## src/rtl/temp_alarm_monitor.sv

```systemverilog
// rtl/temp_alarm_monitor.sv - debounced hysteretic over-temperature alarm with peak and entry count (option: TEMP_ALARM_LATCH_EN)
module temp_alarm_monitor #(
  parameter logic signed [7:0] HIGH_THR = 8'sd60,
  parameter logic signed [7:0] LOW_THR  = 8'sd50,
  parameter int unsigned       DEBOUNCE = 4
) (
  input  logic       clk_i,
  input  logic       rst_i,
  input  logic [7:0] temp_i,
  input  logic       valid_i,
  input  logic       clear_i,
  output logic       alarm_o,
  output logic [1:0] state_o,
  output logic [7:0] peak_o,
  output logic [7:0] alarm_cnt_o
);

  localparam logic [3:0] DEB = 4'(DEBOUNCE);

`ifdef TEMP_ALARM_LATCH_EN
  localparam bit LATCH_EN = 1'b1;
`else
  localparam bit LATCH_EN = 1'b0;
`endif

  typedef enum logic [1:0] {
    ST_NORMAL  = 2'd0,
    ST_PENDING = 2'd1,
    ST_ALARM   = 2'd2,
    ST_RECOVER = 2'd3
  } state_t;

  state_t             r_state;
  state_t             w_next_state;
  logic [3:0]         r_cnt;
  logic [3:0]         w_next_cnt;
  logic [3:0]         w_cnt_inc;
  logic               w_entry;
  logic               w_hot;
  logic               w_cool;
  logic               w_fsm_clear;
  logic signed [7:0]  w_temp;
  logic               r_alarm;
  logic signed [7:0]  r_peak;
  logic [7:0]         r_alarm_cnt;

  assign w_temp      = $signed(temp_i);
  assign w_hot       = valid_i && (w_temp > HIGH_THR);
  assign w_cool      = valid_i && (w_temp < LOW_THR);
  assign w_cnt_inc   = r_cnt + 4'd1;
  // In latching mode clear_i owns the FSM and suppresses sample evaluation
  assign w_fsm_clear = LATCH_EN && clear_i;

  // Next-state and debounce counter; counter restarts on every state change
  always_comb begin
    w_next_state = r_state;
    w_next_cnt   = r_cnt;
    w_entry      = 1'b0;
    if (w_fsm_clear) begin
      w_next_state = ST_NORMAL;
      w_next_cnt   = 4'd0;
    end else begin
      case (r_state)
        ST_NORMAL: begin
          if (w_hot) begin
            if (DEB == 4'd1) begin
              w_next_state = ST_ALARM;
              w_next_cnt   = 4'd0;
              w_entry      = 1'b1;
            end else begin
              w_next_state = ST_PENDING;
              w_next_cnt   = 4'd1;
            end
          end
        end
        ST_PENDING: begin
          if (valid_i) begin
            if (w_hot) begin
              if (w_cnt_inc == DEB) begin
                w_next_state = ST_ALARM;
                w_next_cnt   = 4'd0;
                w_entry      = 1'b1;
              end else begin
                w_next_cnt = w_cnt_inc;
              end
            end else begin
              w_next_state = ST_NORMAL;
              w_next_cnt   = 4'd0;
            end
          end
        end
        ST_ALARM: begin
          if (!LATCH_EN && w_cool) begin
            if (DEB == 4'd1) begin
              w_next_state = ST_NORMAL;
              w_next_cnt   = 4'd0;
            end else begin
              w_next_state = ST_RECOVER;
              w_next_cnt   = 4'd1;
            end
          end
        end
        ST_RECOVER: begin
          if (valid_i) begin
            if (w_cool) begin
              if (w_cnt_inc == DEB) begin
                w_next_state = ST_NORMAL;
                w_next_cnt   = 4'd0;
              end else begin
                w_next_cnt = w_cnt_inc;
              end
            end else begin
              w_next_state = ST_ALARM;
              w_next_cnt   = 4'd0;
            end
          end
        end
        default: begin
          w_next_state = ST_NORMAL;
          w_next_cnt   = 4'd0;
        end
      endcase
    end
  end

  // State, debounce counter and registered alarm flag
  always_ff @(posedge clk_i or posedge rst_i) begin
    if (rst_i) begin
      r_state <= ST_NORMAL;
      r_cnt   <= 4'd0;
      r_alarm <= 1'b0;
    end else begin
      r_state <= w_next_state;
      r_cnt   <= w_next_cnt;
      r_alarm <= (w_next_state == ST_ALARM) || (w_next_state == ST_RECOVER);
    end
  end

  // Peak tracker; clear restarts from -128, or from the coincident sample
  always_ff @(posedge clk_i or posedge rst_i) begin
    if (rst_i) begin
      r_peak <= -8'sd128;
    end else if (clear_i) begin
      r_peak <= valid_i ? w_temp : -8'sd128;
    end else if (valid_i && (w_temp > r_peak)) begin
      r_peak <= w_temp;
    end
  end

  // Saturating count of alarm entries from NORMAL/PENDING
  always_ff @(posedge clk_i or posedge rst_i) begin
    if (rst_i) begin
      r_alarm_cnt <= 8'd0;
    end else if (clear_i) begin
      r_alarm_cnt <= w_entry ? 8'd1 : 8'd0;
    end else if (w_entry && (r_alarm_cnt != 8'hFF)) begin
      r_alarm_cnt <= r_alarm_cnt + 8'd1;
    end
  end

  assign alarm_o     = r_alarm;
  assign state_o     = r_state;
  assign peak_o      = r_peak;
  assign alarm_cnt_o = r_alarm_cnt;

endmodule

```

## config.mk

```make
export PLATFORM = sky130hd
export DESIGN_NAME = temp_alarm_monitor
export DESIGN_NICKNAME = d
export VERILOG_FILES = /design/src/rtl/temp_alarm_monitor.sv
export SDC_FILE = /design/constraint.sdc
export NUM_CORES = 1
export LEC_CHECK = 0
export ABC_AREA = 1
export BUFFER_PORTS_ARGS = -buffer_cell sky130_fd_sc_hd__buf_2
export CORE_MARGIN = 4
export CORE_UTILIZATION = 25
export CTS_CLUSTER_DIAMETER = 200
export DETAILED_ROUTE_END_ITERATION = 12
export GPL_TIMING_DRIVEN = 1
export PLACE_DENSITY = 0.42
export SLEW_MARGIN = 10
export SYNTH_ARGS = -nofsm -noshare
export SYNTH_HDL_FRONTEND = slang
export SYNTH_SLANG_ARGS = --single-unit
```

## constraint.sdc

```tcl
create_clock -name clk_i -period 3.6 [get_ports clk_i]
set_input_delay 0.36 -clock clk_i [delete_from_list [all_inputs] [get_ports clk_i]]
set_output_delay 0.36 -clock clk_i [all_outputs]
set_load 0.005 [all_outputs]
```

[Word-level counts from Yosys, hierarchy flattened]
Index checks and enable logic that the tools add are counted.
Cells by class
  add/subtract/negate cells: 2
  order comparisons: 3
  reduce and logical (&&, ||, !) cells: 9
  multiplexer cells: 27
  eq/ne operators: 11
Operator list (count)
  $mux 8: 5
  $mux 4: 7
  $mux 2: 8
  $pmux 4 s4: 1
  $add 8x1->8 const B: 1
  $eq 2x2->1 const B: 4
  $gt 8x7->1 const B: 1
  $gt 8x8->1: 1
  $lt 8x7->1 const B: 1
  $ne 2x2->1 const B: 4
  $ne 8x8->1 const B: 1
  $pmux 2 s4: 1
  $mux 1: 5
  $add 4x1->4 const B: 1
  $eq 4x3->1 const B: 1
  $logic_and 1x1->1: 4
  $reduce_and 4->1: 1
  $reduce_bool 2->1: 2
  $eq 2x1->1 const B: 1
  $logic_not 2->1: 1
  $logic_or 1x1->1: 1
Word-level totals
  register bits after elaboration: 23
  input port bits: 12
  output and inout bits: 19

[Depth between registers and ports, before layout]
Gate-level depths: netlist (run 1).
  word-level depth: 9
  depth in mapped cells: 14
  gate-level depth less buffers: 14

[Worst setup path before layout (run 1)]
OpenSTA, ideal clock, no wires.
  path kind: register to register
  from: register r_peak[7] (netlist: peak_o[7])
  to: register r_peak[0] (netlist: peak_o[0])
  data required time: 3.483 ns
  stages on the path, launching flop included: 10
  data arrival time: 1.654 ns
  buffers on the path: 0
  clock period less this slack: 1.771 ns
  setup slack: 1.829 ns
  cell sequence: dfstp_2 -> inv_1 -> ha_1 -> a21o_1 -> nor2_1 -> nand3_1 -> nand3_2 -> nand2_1 -> nand2_1 -> nand2_1
On the way
  longest elaborated chain between the ends: 3
RTL lines
  from (decl): RTL line 44  | logic signed [7:0] r_peak;
  from (signal assigned): RTL line 142  | r_peak <= -8'sd128;
  from (signal assigned): RTL line 144  | r_peak <= valid_i ? w_temp : -8'sd128;
  from (signal assigned): RTL line 146  | r_peak <= w_temp;
  $gt 8x8->1: RTL line 145  | end else if (valid_i && (w_temp > r_peak)) begin
  $logic_and 1x1->1: RTL line 145
  $reduce_bool 2->1 (no source line)
Every way passes these cells.
A chain may end at the register's enable or synchronous reset.

[Worst setup path after layout (run 1)]
  from: register r_peak[7] (netlist: peak_o[7])
  to: register r_peak[6] (netlist: peak_o[6])
The elaborated chain is that of the path after synthesis.

==> impl_results.md, run 1 <==
* Largest area contributor in the netlist: dfrtp_1
* Mapped Area at 1660 um2
* Clock power frac at 0.238
* Synth Register Bits at 23
* CTS clk-pin slew, worst paths at 0.09 ns
* Internal power at 448 uW
* EDFF count, synth at 0
* Syn-to-layout area delta at 15.5%
* Count leader, synth: nand2_1
* Ranking of synthesized cells by area: dfrtp_1 33%, nand2_1 17%, ha_1 8.3%
* CTS resizes at 0
* RSZ-0062 raised after global routing: no
* Die Area at 8010 um2
* H-tree depth at 1
* Total iterations of the first detailed-routing run at 4
* CP Data Arrival Time at 2.20 ns
* Clk buf depth at 2
* Root Buffer: clkbuf_8
* Slew Viols, Final at 0
* # hold bufs at CTS at 0
* CP max stage cell: dfstp_2
* Critical Path Start Type: register
* Max_cap viols at 0
* Comb pwr share at 0.297
* Sw Ratio at 0.360
* Vias per Instance at 4.31
* Die height at 89.5 um
* Core area at 6390 um2
* Worst setup EP type: register
* Worst Hold Class: in2async
* Switch Pwr at 252 uW
* Global Route Usage Sum at 0.0996
* Reg power frac at 0.465
* Clk_lat worst skew at 0.27 ns
* Largest net degree at the start of global routing at 24
* FFs w/ async S/R, synth at 1.00
* Syn_nets at 252
* Dpl cell area at 1870 um2
* Final min period at 1.99 ns
* CP cell instances: inv_1 > ha_1 > a21o_1 > nor2_1 > nand2_1 > nand2_1 > nand3_2 > nand2_1 > nand2_1 > nand2_1
* Sink Count at 23
* Clock buffer count from CTS at 3
* Slew margin rel. at 0.364
* Least-Margin Pin Slew at 0.953 ns
* Ports at 31
* Initial antenna violation count at 0
* First-pass GRT wire length at 6230 um
* Drt drc at 0
* Main synth FF type: dfrtp_1
* Worst VDD drop at 139 uV
* Slowest stage delay, CP at 0.55 ns
* Number of post-CTS setup repair buffers at 0
* Routability Congestion at 0.758
* Most frequent cells after synthesis: 73 x nand2_1, 33 x inv_1, 24 x nand3_1
* Final worst slack at 1.61 ns
* Sequential fraction of the synthesis area at 0.347
* Per-cell routed wire length at 11.2 um
* HPWL Detailed at 2960 um
* Pleak at 1.10 nW
* Grt total ovfl at 0
* Die X at 89.5 um
* Setup clock skew after layout at 0.00163 ns
* Most frequent CP cell: nand2_1
* Final instance area at 1920 um2
* Core Rows at 29
* Share of the synthesized area in the top cell type at 0.332
* # diodes at 0
* Fin nets at 283
* Yosys warns at 0
* CTS tree: yes
* Max FO, Critical Path at 9
* Vias at 1,447
* Initial Util at 0.260
* Cell count after synthesis at 229
* Post-Route WL at 3770 um
* Fin crit share at 0.552
* Syn_area_per_cell at 7.25 um2
* Unique masters post-synth at 28
* Pre-CTS setup slack at 1.62 ns
* Vias in the first global route at 1,374
* Drt first-iter violations at 57
* Max frequency at 0.503 GHz
* Status: finished clean
* Tot Pwr at 700 uW
* ANT nets after route at 0
* CP Class: reg2reg
* # setup viols final at 0
* Buffers on Ports at 30
* Final hold vios at 0
* Setup_tns at 0 ns
* Worst path required time at 3.81 ns
* P per Cell Area at 365 nW/um2
* Share of post-route cells with drive strength above 1 at 0.185
==> worst max-delay path: cells and delay by family, from the launching register on <==
family / cells / cell delay [ns]
compound gates: 1 / 0.17
flops: 1 / 0.55
buf+inv: 1 / 0.04
simple gates: 7 / 0.87
fa+ha+maj: 1 / 0.31
==> kinds of logic (layout without fill, tap and decap cells) <==
logic type	count (synthesis)	after routing	synth area share
DFF	23	23	0.347
AOI/OAI and AO/OA	15	15	0.0520
xor gates and xnor gates	5	5	0.0309
adders and majority gates	11	11	0.0829
and+or+nand+nor	137	137	0.389
buffers and inverters	38	68	0.0980
==> metal layers <==
| metal | vias up | wire length, um | share of wire | GRT usage |
|---|---|---|---|---|
| li1 | 787 | - | - | - |
| met1 | 629 | 1970 | 0.52 | 0.135 |
| met2 | 27 | 1610 | 0.43 | 0.161 |
| met3 | 4 | 142 | 0.038 | 0.0147 |
| met4 | 0 | 56 | 0.015 | 0.0365 |
| met5 | - | 0 | 0 | 0 |
==> layout make-up <==
class / instances / area, um2
Clock buffer: 3 / 41.3
Clock inverter: 1 / 5.00
Tap cell: 77 / 96.3
Fill cell: 721 / 4470
Sequential cell: 23 / 577
Timing Repair Buffer: 30 / 150
Multi-Input combinational cell: 168 / 921
Inverter: 34 / 128
==> per-stage QoR <==
stage | utilization | instances | hold WS [ns]
2_1_floorplan | - | 229 | 0.361
3_5_place_dp | 0.293 | 332 | 0.498
5_1_grt | 0.300 | 336 | 0.362
6_report | 0.300 | 336 | 0.293
3_3_place_gp | 0.293 | 332 | 0.493
4_1_cts | 0.300 | 336 | 0.335
==> final timing paths <==
check	startpoint	end	slack, ns	depth (start not counted)
worst min-delay path	rst_i	alarm_cnt_o[7]	0.29	2
worst max register to register	peak_o[7]	peak_o[6]	1.61	10
worst max-delay path	peak_o[7]	peak_o[6]	1.61	10
max in group asynchronous	rst_i	state_o[1]	2.73	2
min in group clk_i	clear_i	alarm_cnt_o[1]	0.36	2
worst min register to register	peak_o[7]	peak_o[7]	0.51	2
==> layout by cell type, fill, tap and decap left out <==
master | Yosys | layout
nand2_1 | 73 | 73
inv_1 | 33 | 33
buf_2 | 2 | 30
nand3_1 | 24 | 24
dfrtp_1 | 22 | 22
nor2_1 | 20 | 20
ha_1 | 11 | 11
nand4_1 | 6 | 6
a21oi_1 | 5 | 5
o21ai_0 | 5 | 5
xor2_1 | 4 | 4
nor3_1 | 3 | 3
clkbuf_8 | 1 | 3
nand3_4 | 2 | 2
nor2_2 | 2 | 2
nand3_2 | 2 | 2
nand2_4 | 2 | 2
o22ai_1 | 2 | 2
xor2_2 | 1 | 1
inv_2 | 1 | 1
nor2_8 | 1 | 1
nor3b_1 | 1 | 1
nand2_2 | 1 | 1
o21ai_2 | 1 | 1
a21o_1 | 1 | 1
o211ai_1 | 1 | 1
clkinv_2 | 0 | 1
dfstp_2 | 1 | 1
==> registers in the layout, indices dropped and copies added (netlist names) <==
register,flops
alarm_cnt_o,8
alarm_o,1
state_o,2
peak_o,8
r_cnt,4
==> power by group through the flow <==
stage / combinational [mW] / sequential [mW] / clock [mW]
finish: 0.208 / 0.325 / 0.166
global route: 0.248 / 0.333 / 0.182
CTS: 0.212 / 0.327 / 0.179
detailed placement: 0.212 / 0.332 / 0
global placement: 0.214 / 0.332 / 0
floorplan: 0.152 / 0.325 / 0
Power figures use the tool's default switching activity.
==> inputs of run 2 (changes only) <==
- ABC_AREA: 1 -> 0
- PLACE_DENSITY: 0.42 -> 0.44
- clock period: 3.6 -> 1.75 ns (I/O delays scaled with it)
==> run 2 against run 1 <==
The run now ends with setup timing left. Synthesized cell count decreased by 33%. Routed wire length grew 2.5%. Clock-buffer cell count unchanged. Critical endpoint is now peak_o[2].
==> impl_results.md, run 2 <==
* Hold Path Depth at 3
* Vias at 1,340 (was 1,447)
* Setup clock skew after layout at 0.00667 ns (was 0.00163 ns)
* Ports at 31 (unchanged)
* Tot Pwr at 1.33 mW (was 700 uW)
* Per-cell routed wire length at 13.8 um (was 11.2 um)
* Grt total ovfl at 0 (unchanged)
* Hold slack at 0.170 ns (was 0.293 ns)
* Die X at 84.3 um (was 89.5 um)
* Most common cell after layout, fill and taps aside: buf_2 (was nand2_1)
* H-tree depth at 1 (unchanged)
* CP Data Arrival Time at 2.02 ns (was 2.20 ns)
* Syn_nets at 176 (was 252)
* Syn_area_per_cell at 9.52 um2 (was 7.25 um2)
* Critical hold path startpoint: temp_i[3]
* Sequential fraction of the synthesis area at 0.396 (was 0.347)
* Clock buffer count from CTS at 3 (unchanged)
* R2R depth at 7 (was 10)
* Largest net degree at the start of global routing at 14 (was 24)
* Worst VDD drop at 245 uV (was 139 uV)
* Share of post-route cells with drive strength above 1 at 0.397 (was 0.185)
* HPWL Detailed at 3060 um (was 2960 um)
* Pleak at 0.978 nW (was 1.10 nW)
* Critical Path Start Type: register (unchanged)
* Mapped Area at 1460 um2 (was 1660 um2)
* Ranking of synthesized cells by area: dfrtp_1 38%, ha_1 9.5%, mux2i_1 6.2% (was dfrtp_1 33%, nand2_1 17%, ha_1 8.3%)
* Clock power frac at 0.254 (was 0.238)
* Most frequent cells in the layout: 30 x buf_2, 22 x dfrtp_1, 21 x buf_4 (was 73 x nand2_1, 33 x inv_1, 30 x buf_2)
* Drt drc at 0 (unchanged)
* Main synth FF type: dfrtp_1 (unchanged)
* Initial Util at 0.261 (was 0.260)
* Pre-CTS setup slack at -0.118 ns (was 1.62 ns)
* Post-Route WL at 3870 um (was 3770 um)
* CTS clk-pin slew, worst paths at 0.09 ns (about the same)
* Met1 GRT Util at 0.146 (was 0.135)
* Busiest grt layer: met2 (unchanged)
* Final worst slack at -0.0827 ns (was 1.61 ns)
* Crit Reg-Reg Startpoint: peak_o[7] (unchanged)
* # diodes at 0 (unchanged)
* Max FO, Critical Path at 5 (was 9)
* Slew Viols, Final at 0 (unchanged)
* Fin crit share at 1.05 (was 0.552)
* Clk buf depth at 2 (unchanged)
* Buffers on Ports at 30 (unchanged)
* ANT nets after route at 0 (unchanged)
* Internal power at 929 uW (was 448 uW)
* R2R Setup Slk at -0.08 ns (was 1.61 ns)
* Core Rows at 27 (was 29)
* Max frequency at 0.546 GHz (was 0.503 GHz)
* Syn-to-layout area delta at 39.4% (was 15.5%)
* Drt first-iter violations at 92 (was 57)
* Slew margin rel. at 0.685 (was 0.364)
* Clk_lat worst skew at 0.27 ns (about the same)
* Sw Ratio at 0.303 (was 0.360)
* Crit Reg-Reg Endpoint: peak_o[2] (was peak_o[6])
* Worst Hold Class: in2reg (was in2async)
* Most frequent cells after synthesis: 22 x dfrtp_1, 18 x nand2_1, 16 x inv_1 (was 73 x nand2_1, 33 x inv_1, 24 x nand3_1)
* Global-route met3 utilization at 0.0167 (was 0.0147)
* Initial antenna violation count at 0 (unchanged)
* Reg power frac at 0.454 (was 0.465)
* Filler Cell Count at 573 (was 721)
* Worst path required time at 1.94 ns (was 3.81 ns)
* Max_cap viols at 0 (unchanged)
* Unique masters post-synth at 43 (was 28)
* Least-Margin Pin Slew at 0.473 ns (was 0.953 ns)
* CTS tree: yes (unchanged)
* EDFF count, synth at 0 (unchanged)
* Grt met2 use at 0.192 (was 0.161)
* Yosys warns at 0 (unchanged)
* FFs w/ async S/R, synth at 1.00 (unchanged)
* Largest area contributor in the netlist: dfrtp_1 (unchanged)
* Count leader, synth: dfrtp_1 (was nand2_1)
* Final hold vios at 0 (unchanged)
* Final min period at 1.83 ns (was 1.99 ns)
* Switch Pwr at 405 uW (was 252 uW)
* Share of the synthesized area in the top cell type at 0.378 (was 0.332)
* CP Class: reg2reg (unchanged)
* Fin nets at 233 (was 283)
* RSZ-0062 raised after global routing: yes (was no)
* First-pass GRT wire length at 6560 um (was 6230 um)
* Hold Path End: peak_o[3]
* Die Area at 7110 um2 (was 8010 um2)
* Total iterations of the first detailed-routing run at 4 (unchanged)
* Failing checks: setup timing
* # setup viols final at 13 (was 0)
* Die height at 84.3 um (was 89.5 um)
* P per Cell Area at 657 nW/um2 (was 365 nW/um2)
* Routability Congestion at 0.863 (was 0.758)
* Comb pwr share at 0.292 (was 0.297)
* Worst setup EP type: register (unchanged)
* Core area at 5570 um2 (was 6390 um2)
* Sink Count at 23 (unchanged)
* Status: finished, violations left (was finished clean)
* Synth Register Bits at 23 (unchanged)
* Cell count after synthesis at 153 (was 229)
* Vias in the first global route at 1,407 (was 1,374)
* Vias per Instance at 4.77 (was 4.31)
* Global Route Usage Sum at 0.113 (was 0.0996)
* Root Buffer: clkbuf_8 (unchanged)
[run 2: cell types whose count changed after synthesis, moves of 4 or more]
cell and delta:
o21ai_0 -5, o21ai_1 +5, nand2_1 -55, mux2i_1 +9, inv_1 -17, nand3_1 -21
nor2b_1 +4, nor2_1 -17, o31ai_1 +4
[run 2: layer usage]
layer  up-vias  share of wire
li1        678              -
met1       641           0.48
met2        17           0.49
met3         4          0.026
met4         0          0.012
met5         -              0
[run 2: layout make-up]
cell class | instances | area, um2 | area share
multi-input combinational | 109 | 883 | 0.435
sequential | 23 | 577 | 0.284
timing repair buffer | 57 | 374 | 0.184
tap | 72 | 90.1 | 0.0444
inverter | 16 | 60.1 | 0.0296
clock buffer | 3 | 41.3 | 0.0203
clock inverter | 1 | 5.00 | 0.00246
[run 2: how the worst max path moves through the flow]
stage / depth (start not counted) / start / end
6_report: 7 / peak_o[7] / peak_o[2]
5_1_grt: 7 / peak_o[7] / peak_o[2]
4_1_cts: 7 / peak_o[7] / peak_o[2]
3_5_place_dp: 7 / peak_o[7] / peak_o[2]
3_3_place_gp: 7 / r_cnt[1] / alarm_cnt_o[4]
2_1_floorplan: 6 / peak_o[7] / peak_o[7]
[run 2: kinds of logic after synthesis]
kind of cell,after synthesis,share of synthesized area
mux,9,0.0619
fa+ha+maj,11,0.0945
xor+xnor,1,0.00601
flops,23,0.396
simple gates,52,0.196
buf+inv,21,0.0610
compound gates,36,0.185
[run 2: power groups by stage]
stage                     sequential [mW]  combinational (mW)  clock (mW)
final                               0.605               0.390       0.339
after global routing                0.610               0.438       0.380
after CTS                           0.605               0.390       0.361
after detailed placement            0.615               0.367           0
after global placement              0.613               0.356           0
after floorplan                     0.626               0.198           0
[run 2: what timing repair did]
action                     in CTS  in global routing
pin swaps                       6                  4
hold buffers                    1                  0
hold endpoints to repair       10                  0
setup endpoints to repair      16                 17
setup buffers                   2                  1
gates resized for setup         9                 12
[run 2: through the flow]
step / util / instances / TNS (ns) / instance area, um2
6_report: 0.364 / 281 / -0.682 / 2030
5_1_grt: 0.364 / 281 / -2.00 / 2030
4_1_cts: 0.354 / 280 / -0.808 / 1970
3_5_place_dp: 0.335 / 273 / -1.17 / 1870
3_3_place_gp: 0.335 / 273 / -0.462 / 1870
2_1_floorplan: - / 153 / -0.143 / 1480
[run 2: worst max-delay path, stage by stage (launching register included)]
cell     delay [ns]
dfstp_2        0.55
inv_2          0.05
ha_4           0.26
nand4_1        0.10
o221a_1        0.26
o22ai_4        0.19
buf_6          0.16
mux2i_1        0.19
==> inputs of run 3 (changes only) <==
- CTS_BUF_LIST: default -> sky130_fd_sc_hd__clkbuf_4
==> run 3 against run 2 <==
The run still ends with setup timing left. Via count increased by 0.37%. Global-route usage barely moved. Sequential power about the same. Largest cell class unchanged.
==> impl_results.md, run 3 (same netlist as run 2, synthesis figures left out) <==
* Status: finished, violations left (unchanged)
* Failing checks: setup timing (unchanged)
* Filler Cell Count at 578 (was 573)
* Vias at 1,345 (was 1,340)
* Critical Path Start Type: register (unchanged)
* Syn-to-layout area delta at 39.1% (was 39.4%)
* Fin crit share at 1.05 (about the same)
* Multi-input logic area at 893 um2 (was 883 um2)
* Die height at 84.3 um (unchanged)
* RSZ-0062 raised after global routing: yes (unchanged)
* Max_cap viols at 0 (unchanged)
* Initial Util at 0.261 (unchanged)
* Slew Viols, Final at 0 (unchanged)
* End-of-flow core utilization at 0.363 (was 0.364)
* Critical hold path startpoint: temp_i[3] (unchanged)
* Hold Path End: peak_o[3] (unchanged)
* Core area at 5570 um2 (unchanged)
* Initial antenna violation count at 0 (unchanged)
* Ports at 31 (unchanged)
* Routability Congestion at 0.863 (unchanged)
* Pleak at 0.973 nW (was 0.978 nW)
* Buffers on Ports at 30 (unchanged)
* CP max stage cell: dfstp_2 (unchanged)
* Least-Margin Pin Slew at 0.473 ns (about the same)
* R2R depth at 7 (unchanged)
* Drt drc at 0 (unchanged)
* Final min period at 1.84 ns (was 1.83 ns)
* Max FO, Critical Path at 5 (unchanged)
* Hold slack at 0.0982 ns (was 0.170 ns)
* Most common cell after layout, fill and taps aside: buf_2 (unchanged)
* Worst path required time at 2.01 ns (was 1.94 ns)
* Total iterations of the first detailed-routing run at 4 (unchanged)
* Final hold vios at 0 (unchanged)
* First-pass GRT wire length at 6560 um (about the same)
* Slowest stage delay, CP at 0.57 ns (was 0.55 ns)
* H-tree depth at 1 (unchanged)
* CTS clk-pin slew, worst paths at 0.15 ns (was 0.09 ns)
* Post-Route WL at 3940 um (was 3870 um)
* Vias in the first global route at 1,408 (was 1,407)
* Pre-CTS setup slack at -0.118 ns (unchanged)
* Crit Reg-Reg Endpoint: peak_o[2] (unchanged)
* # diodes at 0 (unchanged)
* R2R Setup Slk at -0.09 ns (was -0.08 ns)
* Reg area at 577 um2 (unchanged)
* Crit Reg-Reg Startpoint: peak_o[7] (unchanged)
* # setup viols final at 12 (was 13)
* Largest net degree at the start of global routing at 14 (unchanged)
* Vias per Instance at 4.79 (was 4.77)
* Sink Count at 23 (unchanged)
* Die X at 84.3 um (unchanged)
* Worst VDD drop at 236 uV (was 245 uV)
* Drt first-iter violations at 64 (was 92)
* Non-Filler Instances at 281 (unchanged)
* Die Area at 7110 um2 (unchanged)
* Root Buffer: clkbuf_4 (was clkbuf_8)
* ANT nets after route at 0 (unchanged)
* Slew margin rel. at 0.684 (was 0.685)
* Worst Hold Class: in2reg (unchanged)
* CP Data Arrival Time at 2.10 ns (was 2.02 ns)
* Per-cell routed wire length at 14.0 um (was 13.8 um)
* HPWL Detailed at 3060 um (unchanged)
* Grt total ovfl at 0 (unchanged)
* Max frequency at 0.543 GHz (was 0.546 GHz)
* Global Route Usage Sum at 0.113 (about the same)
* Total placed cells including tap cells at 273 (unchanged)
* CP cell instances: inv_2 > ha_4 > nand4_1 > o221a_1 > o22ai_4 > buf_6 > mux2i_1 (unchanged)
* Core Rows at 27 (unchanged)
* Tot Pwr at 1.26 mW (was 1.33 mW)
* Clock buffer count from CTS at 3 (unchanged)
* Fin nets at 233 (unchanged)
* CTS tree: yes (unchanged)
* Final worst slack at -0.0923 ns (was -0.0827 ns)
* Worst setup EP type: register (unchanged)
* Share of post-route cells with drive strength above 1 at 0.402 (was 0.397)
* Setup clock skew after layout at 0.0125 ns (was 0.00667 ns)
* Hold Path Depth at 3 (unchanged)
* Clk_lat worst skew at 0.32 ns (was 0.27 ns)
* Clk buf depth at 2 (unchanged)
* P per Cell Area at 623 nW/um2 (was 657 nW/um2)
* CP Class: reg2reg (unchanged)
* Most frequent cells in the layout: 30 x buf_2, 22 x dfrtp_1, 20 x buf_4 (was 30 x buf_2, 22 x dfrtp_1, 21 x buf_4)
-- run 3: per-stage QoR --
stage          setup TNS (ns)  area [um2]
2_1_floorplan          -0.143        1480
3_3_place_gp           -0.462        1870
3_5_place_dp            -1.17        1870
4_1_cts                -0.922        1960
5_1_grt                 -1.92        2030
6_report               -0.822        2030
-- run 3: cell type report --
| type | instances | area share |
|---|---|---|
| well taps | 72 | 0.0445 |
| flip-flops and latches | 23 | 0.285 |
| repair buffers | 57 | 0.187 |
| clock inverters | 1 | 0.00247 |
| inverters | 16 | 0.0296 |
| multi-input cells | 109 | 0.441 |
| clock buffers | 3 | 0.0111 |
-- run 3: power by group --
part | internal (mW) | leakage [nW] | switching, mW
clock | 0.0855 | 0.0177 | 0.178
combinational | 0.192 | 0.652 | 0.200
sequential | 0.579 | 0.303 | 0.0259
total | 0.857 | 0.973 | 0.404
-- run 3: worst max-delay path by stage --
stage / slack (ns) / start / end / cells after the start
global route: -0.16 / peak_o[7] / peak_o[2] / 7
global placement: -0.09 / r_cnt[1] / alarm_cnt_o[4] / 7
detailed placement: -0.12 / peak_o[7] / peak_o[2] / 7
CTS: -0.12 / peak_o[7] / peak_o[2] / 7
finish: -0.09 / peak_o[7] / peak_o[2] / 7
floorplan: -0.02 / peak_o[7] / peak_o[7] / 6
-- run 3: worst max-delay path, delay by kind of cell, from the launching register on --
kind	cells	cell delay (ns)
AO/OA/AOI/OAI	2	0.45
adder cells (fa/ha/maj)	1	0.26
buffers and inverters	2	0.21
flip-flops	1	0.57
multiplexers	1	0.19
AND/OR/NAND/NOR	1	0.10
-- run 3: per-layer routing --
metal / track usage / vias to the layer above / part of all wire
met4: 0.0395 / 0 / 0.012
li1: - / 679 / -
met5: 0 / - / 0
met3: 0.0167 / 4 / 0.027
met2: 0.190 / 21 / 0.49
met1: 0.147 / 641 / 0.47
-- run 3: what timing repair did --
| action | 4_1_cts | 5_1_grt |
|---|---|---|
| endpoints found under the setup margin | 17 | 18 |
| hold endpoints to repair | 10 | 0 |
| buffers inserted | 2 | 1 |
| pin swaps | 7 | 4 |
| hold buffers | 1 | 0 |
| gates resized for setup | 10 | 14 |
